==> src/rtl/dilithium_stream_pkg.sv <==
// Shared types and frame-geometry helpers for the Dilithium output stream framer.
// Byte counts per operation/security level and the beat/keep arithmetic derived from them.
package dilithium_stream_pkg;

    typedef enum logic [1:0] {
        MODE_KEYGEN = 2'd0,
        MODE_SIGN   = 2'd1,
        MODE_VERIFY = 2'd2,
        MODE_RSVD   = 2'd3
    } mode_e;

    typedef enum logic [1:0] {
        ST_IDLE   = 2'd0,
        ST_STREAM = 2'd1,
        ST_DRAIN  = 2'd2
    } state_e;

    localparam logic [2:0] SEC_L2 = 3'd2;
    localparam logic [2:0] SEC_L3 = 3'd3;
    localparam logic [2:0] SEC_L5 = 3'd5;

    localparam int MAX_FRAME_BYTES = 7456;
    localparam int KEEP_MAX        = 32;

    function automatic logic cfg_valid(input logic [1:0] mode, input logic [2:0] sec);
        return (mode != MODE_RSVD) && ((sec == SEC_L2) || (sec == SEC_L3) || (sec == SEC_L5));
    endfunction

    // Verify produces a single status beat, so it is sized as exactly one full word.
    function automatic int frame_bytes(input logic [1:0] mode, input logic [2:0] sec,
                                       input int data_w);
        int b;
        b = 0;
        case (mode)
            MODE_KEYGEN: begin
                case (sec)
                    SEC_L2:  b = 3840;
                    SEC_L3:  b = 5952;
                    SEC_L5:  b = 7456;
                    default: b = 0;
                endcase
            end
            MODE_SIGN: begin
                case (sec)
                    SEC_L2:  b = 2420;
                    SEC_L3:  b = 3293;
                    SEC_L5:  b = 4595;
                    default: b = 0;
                endcase
            end
            default: b = data_w / 8;
        endcase
        return b;
    endfunction

    function automatic int frame_beats(input int bytes, input int data_w);
        return (bytes * 8 + data_w - 1) / data_w;
    endfunction

    function automatic logic [KEEP_MAX-1:0] last_keep(input int bytes, input int data_w);
        logic [KEEP_MAX-1:0] k;
        int nb;
        int rem;
        nb  = data_w / 8;
        rem = bytes % nb;
        for (int i = 0; i < KEEP_MAX; i++) begin
            k[i] = (rem == 0) ? (i < nb) : (i < rem);
        end
        return k;
    endfunction

endpackage

==> src/rtl/stream_fifo.sv <==
// Small synchronous beat buffer; storage is cleared on reset so the head reads zero
// until the first push.
module stream_fifo #(
    parameter int WIDTH = 73,
    parameter int DEPTH = 4
) (
    input  logic             clk,
    input  logic             rst,
    input  logic             push_i,
    input  logic [WIDTH-1:0] din_i,
    input  logic             pop_i,
    output logic [WIDTH-1:0] dout_o,
    output logic             full_o,
    output logic             empty_o
);

    localparam int AW = $clog2(DEPTH);

    if (DEPTH < 2 || (DEPTH & (DEPTH - 1)) != 0) begin : g_bad_depth
        $error("stream_fifo: DEPTH must be a power of two >= 2");
    end

    logic [WIDTH-1:0] mem_q [DEPTH];
    logic [AW-1:0]    wr_ptr_q;
    logic [AW-1:0]    rd_ptr_q;
    logic [AW:0]      cnt_q;
    logic             do_push;
    logic             do_pop;

    assign full_o  = (cnt_q == (AW+1)'(DEPTH));
    assign empty_o = (cnt_q == '0);
    assign do_push = push_i && !full_o;
    assign do_pop  = pop_i && !empty_o;
    assign dout_o  = mem_q[rd_ptr_q];

    always_ff @(posedge clk or negedge rst) begin
        if (!rst) begin
            for (int i = 0; i < DEPTH; i++) begin
                mem_q[i] <= '0;
            end
            wr_ptr_q <= '0;
            rd_ptr_q <= '0;
            cnt_q    <= '0;
        end else begin
            if (do_push) begin
                mem_q[wr_ptr_q] <= din_i;
                wr_ptr_q        <= wr_ptr_q + 1'b1;
            end
            if (do_pop) begin
                rd_ptr_q <= rd_ptr_q + 1'b1;
            end
            cnt_q <= cnt_q + {{AW{1'b0}}, do_push} - {{AW{1'b0}}, do_pop};
        end
    end

endmodule

==> src/rtl/dilithium_stream_framer.sv <==
// Frames one operation's output into an AXI-Stream packet: fixed beat count from
// mode/sec_lvl, FIFO-buffered beats, tlast and byte-accurate tkeep on the final beat.
//
//   state     | meaning
//   ST_IDLE   | waiting for start; invalid mode/sec_lvl pulses err
//   ST_STREAM | accepting core beats until len have been pushed
//   ST_DRAIN  | emptying the FIFO; done pulses after the last beat leaves
module dilithium_stream_framer
    import dilithium_stream_pkg::*;
#(
    parameter int DATA_W     = 64,
    parameter int FIFO_DEPTH = 4,
    parameter int LEN_W      = 16
) (
    input  logic                clk,
    input  logic                rst,
    input  logic                start,
    input  logic [1:0]          mode,
    input  logic [2:0]          sec_lvl,
    input  logic                in_valid,
    output logic                in_ready,
    input  logic [DATA_W-1:0]   in_data,
    output logic                out_valid,
    input  logic                out_ready,
    output logic [DATA_W-1:0]   out_data,
    output logic [DATA_W/8-1:0] out_keep,
    output logic                out_last,
    output logic                busy,
    output logic                done,
    output logic                err
);

    localparam int KEEP_W = DATA_W / 8;
    localparam int FW     = DATA_W + KEEP_W + 1;

    if (DATA_W < 32 || DATA_W > 256 || (DATA_W & (DATA_W - 1)) != 0) begin : g_bad_data_w
        $error("dilithium_stream_framer: DATA_W must be a power of two in 32..256");
    end

    if (longint'(frame_beats(MAX_FRAME_BYTES, DATA_W)) > (longint'(1) << LEN_W) - 1)
    begin : g_bad_len_w
        $error("dilithium_stream_framer: LEN_W too narrow for the longest frame");
    end

    state_e            state_q, state_d;
    logic [LEN_W-1:0]  in_cnt_q, in_cnt_d;
    logic [LEN_W-1:0]  len_q, len_d;
    logic [KEEP_W-1:0] keep_q, keep_d;
    logic              done_q, done_d;
    logic              err_q, err_d;

    int                start_bytes;
    logic              push;
    logic              pop;
    logic              beat_last;
    logic [KEEP_W-1:0] beat_keep;
    logic [FW-1:0]     fifo_din;
    logic [FW-1:0]     fifo_dout;
    logic              fifo_full;
    logic              fifo_empty;

    assign start_bytes = frame_bytes(mode, sec_lvl, DATA_W);

    assign in_ready  = (state_q == ST_STREAM) && !fifo_full && (in_cnt_q < len_q);
    assign push      = in_valid && in_ready;
    assign pop       = out_valid && out_ready;
    assign beat_last = (in_cnt_q == len_q - 1'b1);
    assign beat_keep = beat_last ? keep_q : '1;
    assign fifo_din  = {in_data, beat_last, beat_keep};

    stream_fifo #(
        .WIDTH (FW),
        .DEPTH (FIFO_DEPTH)
    ) u_fifo (
        .clk     (clk),
        .rst     (rst),
        .push_i  (push),
        .din_i   (fifo_din),
        .pop_i   (pop),
        .dout_o  (fifo_dout),
        .full_o  (fifo_full),
        .empty_o (fifo_empty)
    );

    assign out_valid = !fifo_empty;
    assign out_data  = fifo_dout[FW-1 -: DATA_W];
    assign out_last  = fifo_dout[KEEP_W];
    assign out_keep  = fifo_dout[KEEP_W-1:0];
    assign busy      = (state_q != ST_IDLE);
    assign done      = done_q;
    assign err       = err_q;

    always_ff @(posedge clk or negedge rst) begin
        if (!rst) begin
            state_q  <= ST_IDLE;
            in_cnt_q <= '0;
            len_q    <= '0;
            keep_q   <= '0;
            done_q   <= 1'b0;
            err_q    <= 1'b0;
        end else begin
            state_q  <= state_d;
            in_cnt_q <= in_cnt_d;
            len_q    <= len_d;
            keep_q   <= keep_d;
            done_q   <= done_d;
            err_q    <= err_d;
        end
    end

    always_comb begin
        state_d  = state_q;
        in_cnt_d = in_cnt_q;
        len_d    = len_q;
        keep_d   = keep_q;
        done_d   = 1'b0;
        err_d    = 1'b0;
        unique case (state_q)
            ST_IDLE: begin
                if (start) begin
                    if (cfg_valid(mode, sec_lvl)) begin
                        len_d    = LEN_W'(frame_beats(start_bytes, DATA_W));
                        keep_d   = KEEP_W'(last_keep(start_bytes, DATA_W));
                        in_cnt_d = '0;
                        state_d  = ST_STREAM;
                    end else begin
                        err_d = 1'b1;
                    end
                end
            end
            ST_STREAM: begin
                if (push) begin
                    in_cnt_d = in_cnt_q + 1'b1;
                    if (beat_last) begin
                        state_d = ST_DRAIN;
                    end
                end
            end
            ST_DRAIN: begin
                // The final beat is only pushed on the STREAM->DRAIN edge, so it always pops here.
                if (pop && out_last) begin
                    done_d  = 1'b1;
                    state_d = ST_IDLE;
                end
            end
            default: state_d = ST_IDLE;
        endcase
    end

endmodule

==> config.mk <==
export PLATFORM = sky130hd
export DESIGN_NAME = dilithium_stream_framer
export DESIGN_NICKNAME = d
export VERILOG_FILES = /design/src/rtl/dilithium_stream_pkg.sv /design/src/rtl/stream_fifo.sv /design/src/rtl/dilithium_stream_framer.sv
export SDC_FILE = /design/constraint.sdc
export NUM_CORES = 1
export LEC_CHECK = 0
export BUFFER_PORTS_ARGS = -buffer_cell sky130_fd_sc_hd__buf_4
export CAP_MARGIN = 20
export CORE_ASPECT_RATIO = 1.25
export CORE_MARGIN = 2
export CORE_UTILIZATION = 59
export CTS_BUF_LIST = sky130_fd_sc_hd__clkbuf_8
export DETAILED_ROUTE_END_ITERATION = 10
export GPL_ROUTABILITY_DRIVEN = 0
export PLACE_DENSITY = 0.83
export REMOVE_ABC_BUFFERS = 1
export SETUP_SLACK_MARGIN = 0.1
export SYNTH_ARGS = -nofsm -noshare
export SYNTH_HDL_FRONTEND = slang
export SYNTH_HIERARCHICAL = 1
export SYNTH_SLANG_ARGS = --single-unit
==> constraint.sdc <==
create_clock -name clk -period 8.58 [get_ports clk]
set_clock_uncertainty 0.1 [all_clocks]
set_input_delay 1.287 -clock clk [delete_from_list [all_inputs] [get_ports clk]]
set_output_delay 1.287 -clock clk [all_outputs]
set_load 0.01 [all_outputs]
==> results.sh, run 1 <==
export IMPL_clk_latency_ns=0.62
export IMPL_die_width_um=180
export IMPL_fmax_mhz=179
export IMPL_antenna_found_initial=2
export IMPL_drive_above_1_share_pct=16.8
export IMPL_initial_core_util_pct=59.8
export IMPL_n_fill_cell=2913
export IMPL_fp_dieH_um=224
export IMPL_worstPathRequired_ns=8.98
export IMPL_cts_tree="yes"
export IMPL_synthSimpleGateAreaFrac_pct=24.4
export IMPL_fin_crit_ns=5.58
export IMPL_setup_viol=0
export IMPL_cts_inserted_buffers=57
export IMPL_grt_pass1_wl_mm=97.7
export IMPL_synth_seq_cells=338
export IMPL_grt_ovfl_total=0
export IMPL_routed_via_density=7.06
export IMPL_synth_cells=2145
export IMPL_slowest_delay_ns=0.82
export IMPL_rows=80
export IMPL_synth_largest_area_cell="dfrtp_1"
export IMPL_slew_headroom_pct=12.4
export IMPL_root_buffer="clkbuf_8"
export IMPL_yosysSeqAreaShare_pct=37.1
export IMPL_crit_path_top_delay_cell="buf_4"
export IMPL_drt_iter0_drc=2044
export IMPL_portBuffers=151
export IMPL_hpwl_mm=31.3
export IMPL_grt_max_degree=351
export IMPL_ys_types=57
export IMPL_cts_buffer_depth=3
export IMPL_hold_viol_final=0
export IMPL_netlist_area_um2=22800
export IMPL_crit_chain="or3b_4, inv_1, nor4_1, nand3_1, nor3_1, nand2_1, nor2_4, buf_4, buf_12, a21boi_0, a211o_1"
export IMPL_synthXorXnorAreaFrac_pct=0.642
export IMPL_yosys_top_cells_area="dfrtp_1 37%, nor4bb_1 12%, a211o_1 11%"
export IMPL_via_count=18500
export IMPL_grt_pass1_vias=18600
export IMPL_hold_path_class="register to register"
export IMPL_drt_total_wl_mm=59.8
export IMPL_synth_edf_count=0
export IMPL_synth_top_cell_area_share_pct=37.1
export IMPL_clock_sinks=338
export IMPL_crit_fanout=350
export IMPL_core_area_um2=38100
export IMPL_antenna_left=0
export IMPL_ctsHoldBuffers=0
export IMPL_synth_fa_ha_area_share_pct=1.30
export IMPL_placed_area_um2=23500
export IMPL_routedWlPerCell_um=22.8
export IMPL_post_cts_resized=0
export IMPL_die_area_um2=40200
export IMPL_cap_violations=0
export IMPL_drcViolationCount=0
export IMPL_rsz0062_at_grt="no"
export IMPL_nNetsFinal=2187
export IMPL_worst_slack_ns=3.00
export IMPL_critPathKind="register to register"
export IMPL_area_growth_pct=8.10
export IMPL_drv_slew=0
export IMPL_synth_ff_type="dfrtp_1"
export IMPL_leakage_nw=11.8
export IMPL_synth_compound_area_share_pct=22.9
export IMPL_critPathLaunchType="register"
export IMPL_cts_setup_buffers=0
export IMPL_run_status="completed"
export IMPL_grt_usage_pct=28.7
export IMPL_tightest_slew_ns=1.31
export IMPL_synth_async_reset_ratio_pct=100
export IMPL_arrival_ns=5.97
export IMPL_htreeDepth=2
export IMPL_final_cells=2621
export IMPL_min_period_over_period_pct=65.0
export IMPL_power_total_w=0.0104
export IMPL_yosysWarningCount=6
export IMPL_powerDensity_nw_per_um2=424
export IMPL_ios=152
export IMPL_vdd_drop_max_v=0.000376
export IMPL_clk_pin_slew_ns=0.06
export IMPL_synth_top_family_by_area="simple AND/OR/NAND/NOR gates"
export IMPL_place_inst=2522
export IMPL_firstDrtPassIters=7
export IMPL_post_place_ws_ns=3.24
export IMPL_crit_path_end_kind="register"
export IMPL_stdcell_area_um2=24600
export IMPL_synth_avg_cell_area_um2=10.6
export IMPL_synth_mux_area_share_pct=7.35
==> through the flow <==
stage | hold WS, ns | setup TNS, ns | util [%]
floorplan | 0.337 | -4914.67 | -
global placement | 0.352 | 0 | 61.6
detailed placement | 0.355 | 0 | 61.7
CTS | 0.370 | 0 | 64.5
global route | 0.390 | 0 | 64.6
finish | 0.368 | 0 | 64.6
==> flip-flops by register name (all words and copies together), names as in the netlist <==
register	cells
u_fifo/wr_ptr_q	2
done	1
state_q	2
u_fifo/rd_ptr_q	2
in_cnt_q	16
u_fifo/cnt_q	3
err	1
keep_q	8
u_fifo/mem_q	292
len_q	11
==> Yosys cell counts, types with 4 or more instances <==
cell / number
buf_2: 17
nor3_1: 6
nand3_1: 8
o31ai_1: 15
inv_1: 27
and4bb_2: 16
nand2_1: 36
nand2b_1: 16
or3_1: 9
o21ai_0: 13
and3_1: 293
nor4bb_1: 276
or4_1: 11
dfrtp_1: 338
xor2_1: 7
xnor2_1: 7
clkbuf_1: 239
a211o_1: 293
nor2b_1: 5
nand4_1: 6
a21oi_1: 20
o211ai_1: 4
a21boi_0: 292
mux4_2: 73
and2_1: 5
buf_6: 30
ha_1: 22
nor2_1: 16
==> cell families after synthesis <==
logic type | count (synthesis)
adders and majority gates | 23
xor gates and xnor gates | 15
DFF | 338
AOI/OAI and AO/OA | 655
and+or+nand+nor | 720
buffers and inverters | 318
muxes | 76
==> per-layer routing <==
metal	global-route usage, %	wire length [um]	vias up
met5	0	0	-
met4	10.9	1840	0
met3	3.40	3190	130
met2	47.2	29600	642
met1	39.3	25100	9435
li1	-	-	8307
==> critical path, delay by kind of cell, from the launching register on <==
kind                   cells  cell delay, ns
AO/OA/AOI/OAI              2            0.54
buffers and inverters      3            1.71
flip-flops                 1            0.75
AND/OR/NAND/NOR            6            1.89
==> cell usage in the layout, fill, tap and decap left out, types with 7 or more instances in the layout <==
cell type / instances
dfrtp_1: 333
and3_1: 293
a211o_1: 293
a21boi_0: 292
nor4bb_1: 276
buf_4: 172
mux4_2: 73
clkbuf_8: 72
inv_1: 49
nand2_1: 36
a21oi_1: 20
ha_1: 18
nand2b_1: 16
and4bb_2: 16
nor2_1: 15
o31ai_1: 15
o21ai_0: 13
or4_1: 11
or3_1: 9
nand3_1: 8
xnor2_1: 7
xor2_1: 7
==> power by group <==
| group | switching, W | internal, W | leakage [nW] |
|---|---|---|---|
| Clock | 0.000667 | 0.000742 | 0.639 |
| Combinational | 0.00313 | 0.00285 | 7.30 |
| Sequential | 0.000680 | 0.00238 | 3.82 |
| Total | 0.00447 | 0.00597 | 11.8 |
==> path summary, 6_finish.rpt <==
check / from / endpoint / slack [ns] / cells after the start
worst max-delay path: u_fifo/cnt_q[2]$_DFF_PN0_ / u_fifo/mem_q[200]$_DFFE_PN0P_ / 3.00 / 11
worst min-delay path: keep_q[6]$_DFFE_PN0P_ / keep_q[6]$_DFFE_PN0P_ / 0.37 / 2
worst max register to register: u_fifo/cnt_q[2]$_DFF_PN0_ / u_fifo/mem_q[200]$_DFFE_PN0P_ / 3.00 / 11
worst min register to register: keep_q[6]$_DFFE_PN0P_ / keep_q[6]$_DFFE_PN0P_ / 0.37 / 2
max in group asynchronous: rst / u_fifo/cnt_q[0]$_DFF_PN0_ / 5.63 / 3
min in group asynchronous: rst / u_fifo/mem_q[284]$_DFFE_PN0P_ / 0.56 / 1
==> layout make-up <==
cell class	instances	area (um^2)	area share, %
antenna	2	5.00	0.0203
clock inverter	24	95.1	0.386
inverter	27	101	0.411
sequential	338	8480	34.4
tap	492	616	2.50
clock buffer	72	991	4.02
timing repair buffer	177	1400	5.69
multi-input combinational	1489	13000	52.6
Power figures use the tool's default switching activity.
==> inputs of run 2 (changes only) <==
--- a/config.mk
+++ b/config.mk
@@ -5,6 +5,7 @@
 export SDC_FILE = /design/constraint.sdc
 export NUM_CORES = 1
 export LEC_CHECK = 0
+export ABC_AREA = 1
 export BUFFER_PORTS_ARGS = -buffer_cell sky130_fd_sc_hd__buf_4
 export CAP_MARGIN = 20
 export CORE_ASPECT_RATIO = 1.25
@@ -13,7 +14,7 @@
 export CTS_BUF_LIST = sky130_fd_sc_hd__clkbuf_8
 export DETAILED_ROUTE_END_ITERATION = 10
 export GPL_ROUTABILITY_DRIVEN = 0
-export PLACE_DENSITY = 0.83
+export PLACE_DENSITY = 0.84
 export REMOVE_ABC_BUFFERS = 1
 export SETUP_SLACK_MARGIN = 0.1
 export SYNTH_ARGS = -nofsm -noshare
==> constraint.sdc (replaced) <==
create_clock -name clk -period 5.4 [get_ports clk]
set_clock_uncertainty 0.1 [all_clocks]
set_input_delay 0.81 -clock clk [delete_from_list [all_inputs] [get_ports clk]]
set_output_delay 0.81 -clock clk [all_outputs]
set_load 0.01 [all_outputs]
==> run 2 against run 1 <==
Effect of this change: design area decreased by 20%; via count fell by 9.9%; sequential power is 13% lower; synthesized area is 22% lower; core utilization grew 2.6 points; flip-flop and latch count unchanged; first-iteration DRC count shrank 18%; die area fell by 22%; clock power rose by 52%; final cell count rose by 5.7%; critical endpoint is now u_fifo/mem_q[86]$_DFFE_PN0P_; largest cell class is now flip-flops and latches.
==> results.sh, run 2 <==
export IMPL_fmax_mhz=241
export IMPL_cts_buffer_depth=3
export IMPL_cts_inserted_buffers=53
export IMPL_drt_iter0_drc=1684
export IMPL_grt_max_degree=117
export IMPL_synth_seq_cells=338
export IMPL_ios=152
export IMPL_arrival_ns=4.54
export IMPL_yosysSeqAreaShare_pct=47.8
export IMPL_powerDensity_nw_per_um2=375
export IMPL_synth_cells=2277
export IMPL_hold_viol_final=0
export IMPL_drive_above_1_share_pct=12.4
export IMPL_crit_path_end_kind="register"
export IMPL_post_place_ws_ns=1.32
export IMPL_cts_setup_buffers=0
export IMPL_die_width_um=159
export IMPL_worst_slack_ns=1.25
export IMPL_yosys_top_cells_count="727 x nand2_1, 338 x dfrtp_1, 298 x nand4_1, 272 x nor2_1, 221 x o21ai_0"
export IMPL_portBuffers=151
export IMPL_num_antenna_cells=0
export IMPL_antenna_left=0
export IMPL_holdWs_ns=0.168
export IMPL_via_count=16700
export IMPL_ys_types=39
export IMPL_largest_registers="u_fifo/mem_q (292), in_cnt_q (16), len_q (11)"
export IMPL_netlist_area_um2=17700
export IMPL_synth_top_cell_area_share_pct=47.8
export IMPL_leakage_nw=10.5
export IMPL_mostFrequentLayoutCell="nand2_1"
export IMPL_min_period_over_period_pct=76.8
export IMPL_n_fill_cell=2427
export IMPL_drcViolationCount=0
export IMPL_routed_via_density=6.02
export IMPL_utilization_pct=67.2
export IMPL_critPathLaunchType="register"
export IMPL_grt_pass1_wl_mm=81.8
export IMPL_initial_core_util_pct=60.3
export IMPL_die_area_um2=31400
export IMPL_drv_slew=0
export IMPL_core_area_um2=29300
export IMPL_hpwl_mm=28.4
export IMPL_grt_pass1_vias=16400
export IMPL_worstPathRequired_ns=5.79
export IMPL_nNetsFinal=2430
export IMPL_yosys_top_cells_area="dfrtp_1 48%, nand2_1 15%, nand4_1 11%"
export IMPL_synth_largest_area_cell="dfrtp_1"
export IMPL_ctsHoldBuffers=0
export IMPL_cap_violations=0
export IMPL_post_cts_resized=0
export IMPL_hold_path_class="input pin to asynchronous set/reset pin"
export IMPL_clk_pin_slew_ns=0.06
export IMPL_rows=70
export IMPL_cts_tree="yes"
export IMPL_synth_edf_count=0
export IMPL_root_buffer="clkbuf_8"
export IMPL_crit_fanout=51
export IMPL_synth_async_reset_ratio_pct=100
export IMPL_yosysWarningCount=6
export IMPL_top_register="u_fifo/mem_q"
export IMPL_run_status="completed"
export IMPL_grt_usage_pct=31.6
export IMPL_area_growth_pct=11.4
export IMPL_final_cell_mix="727 x nand2_1, 337 x dfrtp_1, 298 x nand4_1"
export IMPL_clk_latency_ns=0.61
export IMPL_fp_dieH_um=198
export IMPL_slew_headroom_pct=28.2
export IMPL_clock_sinks=338
export IMPL_routedWlPerCell_um=18.0
export IMPL_synth_ff_type="dfrtp_1"
export IMPL_setup_viol=0
export IMPL_largest_reg_flops=292
export IMPL_drt_total_wl_mm=49.8
export IMPL_grt_ovfl_total=0
export IMPL_synth_avg_cell_area_um2=7.77
export IMPL_rsz0062_at_grt="no"
export IMPL_critPathKind="register to register"
export IMPL_yosysMostFrequentCell="nand2_1"
export IMPL_firstDrtPassIters=6
export IMPL_vdd_drop_max_v=0.000255
export IMPL_tightest_slew_ns=1.08
export IMPL_fin_crit_ns=4.15
export IMPL_htreeDepth=2
export IMPL_antenna_found_initial=0
[run 2: cell count changes after synthesis, moves of 208 or more]
cell	change
nor2_1	+256
a21boi_0	-291
o21ai_0	+208
and3_1	-293
nand4_1	+292
nor4bb_1	-276
nand2_1	+691
a211o_1	-293
[run 2: final timing paths]
kind / cells after the start / from / to / slack [ns]
worst max-delay path: 10 / state_q[1]$_DFFE_PN0P_ / u_fifo/mem_q[86]$_DFFE_PN0P_ / 1.25
worst min-delay path: 1 / rst / u_fifo/mem_q[279]$_DFFE_PN0P_ / 0.17
worst max register to register: 10 / state_q[1]$_DFFE_PN0P_ / u_fifo/mem_q[86]$_DFFE_PN0P_ / 1.25
worst min register to register: 2 / u_fifo/mem_q[195]$_DFFE_PN0P_ / u_fifo/mem_q[195]$_DFFE_PN0P_ / 0.37
max in group asynchronous: 2 / rst / u_fifo/mem_q[198]$_DFFE_PN0P_ / 3.89
min in group clk: 2 / u_fifo/mem_q[195]$_DFFE_PN0P_ / u_fifo/mem_q[195]$_DFFE_PN0P_ / 0.37
[run 2: cell families after synthesis]
family,synth area share [%]
AND/OR/NAND/NOR,34.7
buffers and inverters,7.39
AO/OA/AOI/OAI,7.63
XOR/XNOR,0.785
flip-flops,47.8
adder cells (fa/ha/maj),1.67
[run 2: critical path, cell delays in order (launching register included)]
cell       delay (ns)
dfrtp_1          0.41
nor2_1           0.56
clkinv_1         0.44
nor2_1           0.20
o2111ai_1        0.22
nor2_4           0.26
buf_4            0.44
nand3_2          0.57
buf_4            0.59
nand2_1          0.16
nand2_1          0.07
[run 2: final cells by class]
type | count | area (um^2) | share of cell area, %
sequential | 338 | 8460 | 42.9
multi-input combinational | 1677 | 7950 | 40.3
timing repair buffer | 182 | 1440 | 7.30
clock buffer | 65 | 895 | 4.54
tap | 396 | 495 | 2.51
inverter | 81 | 308 | 1.56
clock inverter | 31 | 158 | 0.800
[run 2: stage by stage]
step                power (W)  instances  cell area (um^2)  setup TNS, ns
finish                0.00739       2770             19700              0
global route          0.00775       2770             19700              0
CTS                   0.00736       2768             19700              0
detailed placement    0.00523       2672             18600              0
global placement      0.00519       2672             18600              0
floorplan             0.00408       2096             16700       -3405.80
[run 2: routing by layer]
metal / global-route usage [%] / vias to the layer above / share of wire (%)
li1: - / 7724 / -
met1: 39.9 / 7964 / 38
met2: 54.0 / 875 / 50
met3: 4.70 / 126 / 8.4
met4: 15.1 / 0 / 3.7
met5: 0 / - / 0
[run 2: where the power goes]
group          leakage (nW)  switching [W]  internal, W
registers              4.59      0.0000958      0.00256
clock network         0.628        0.00102      0.00113
logic                  5.28        0.00166     0.000932
total                  10.5        0.00277      0.00462
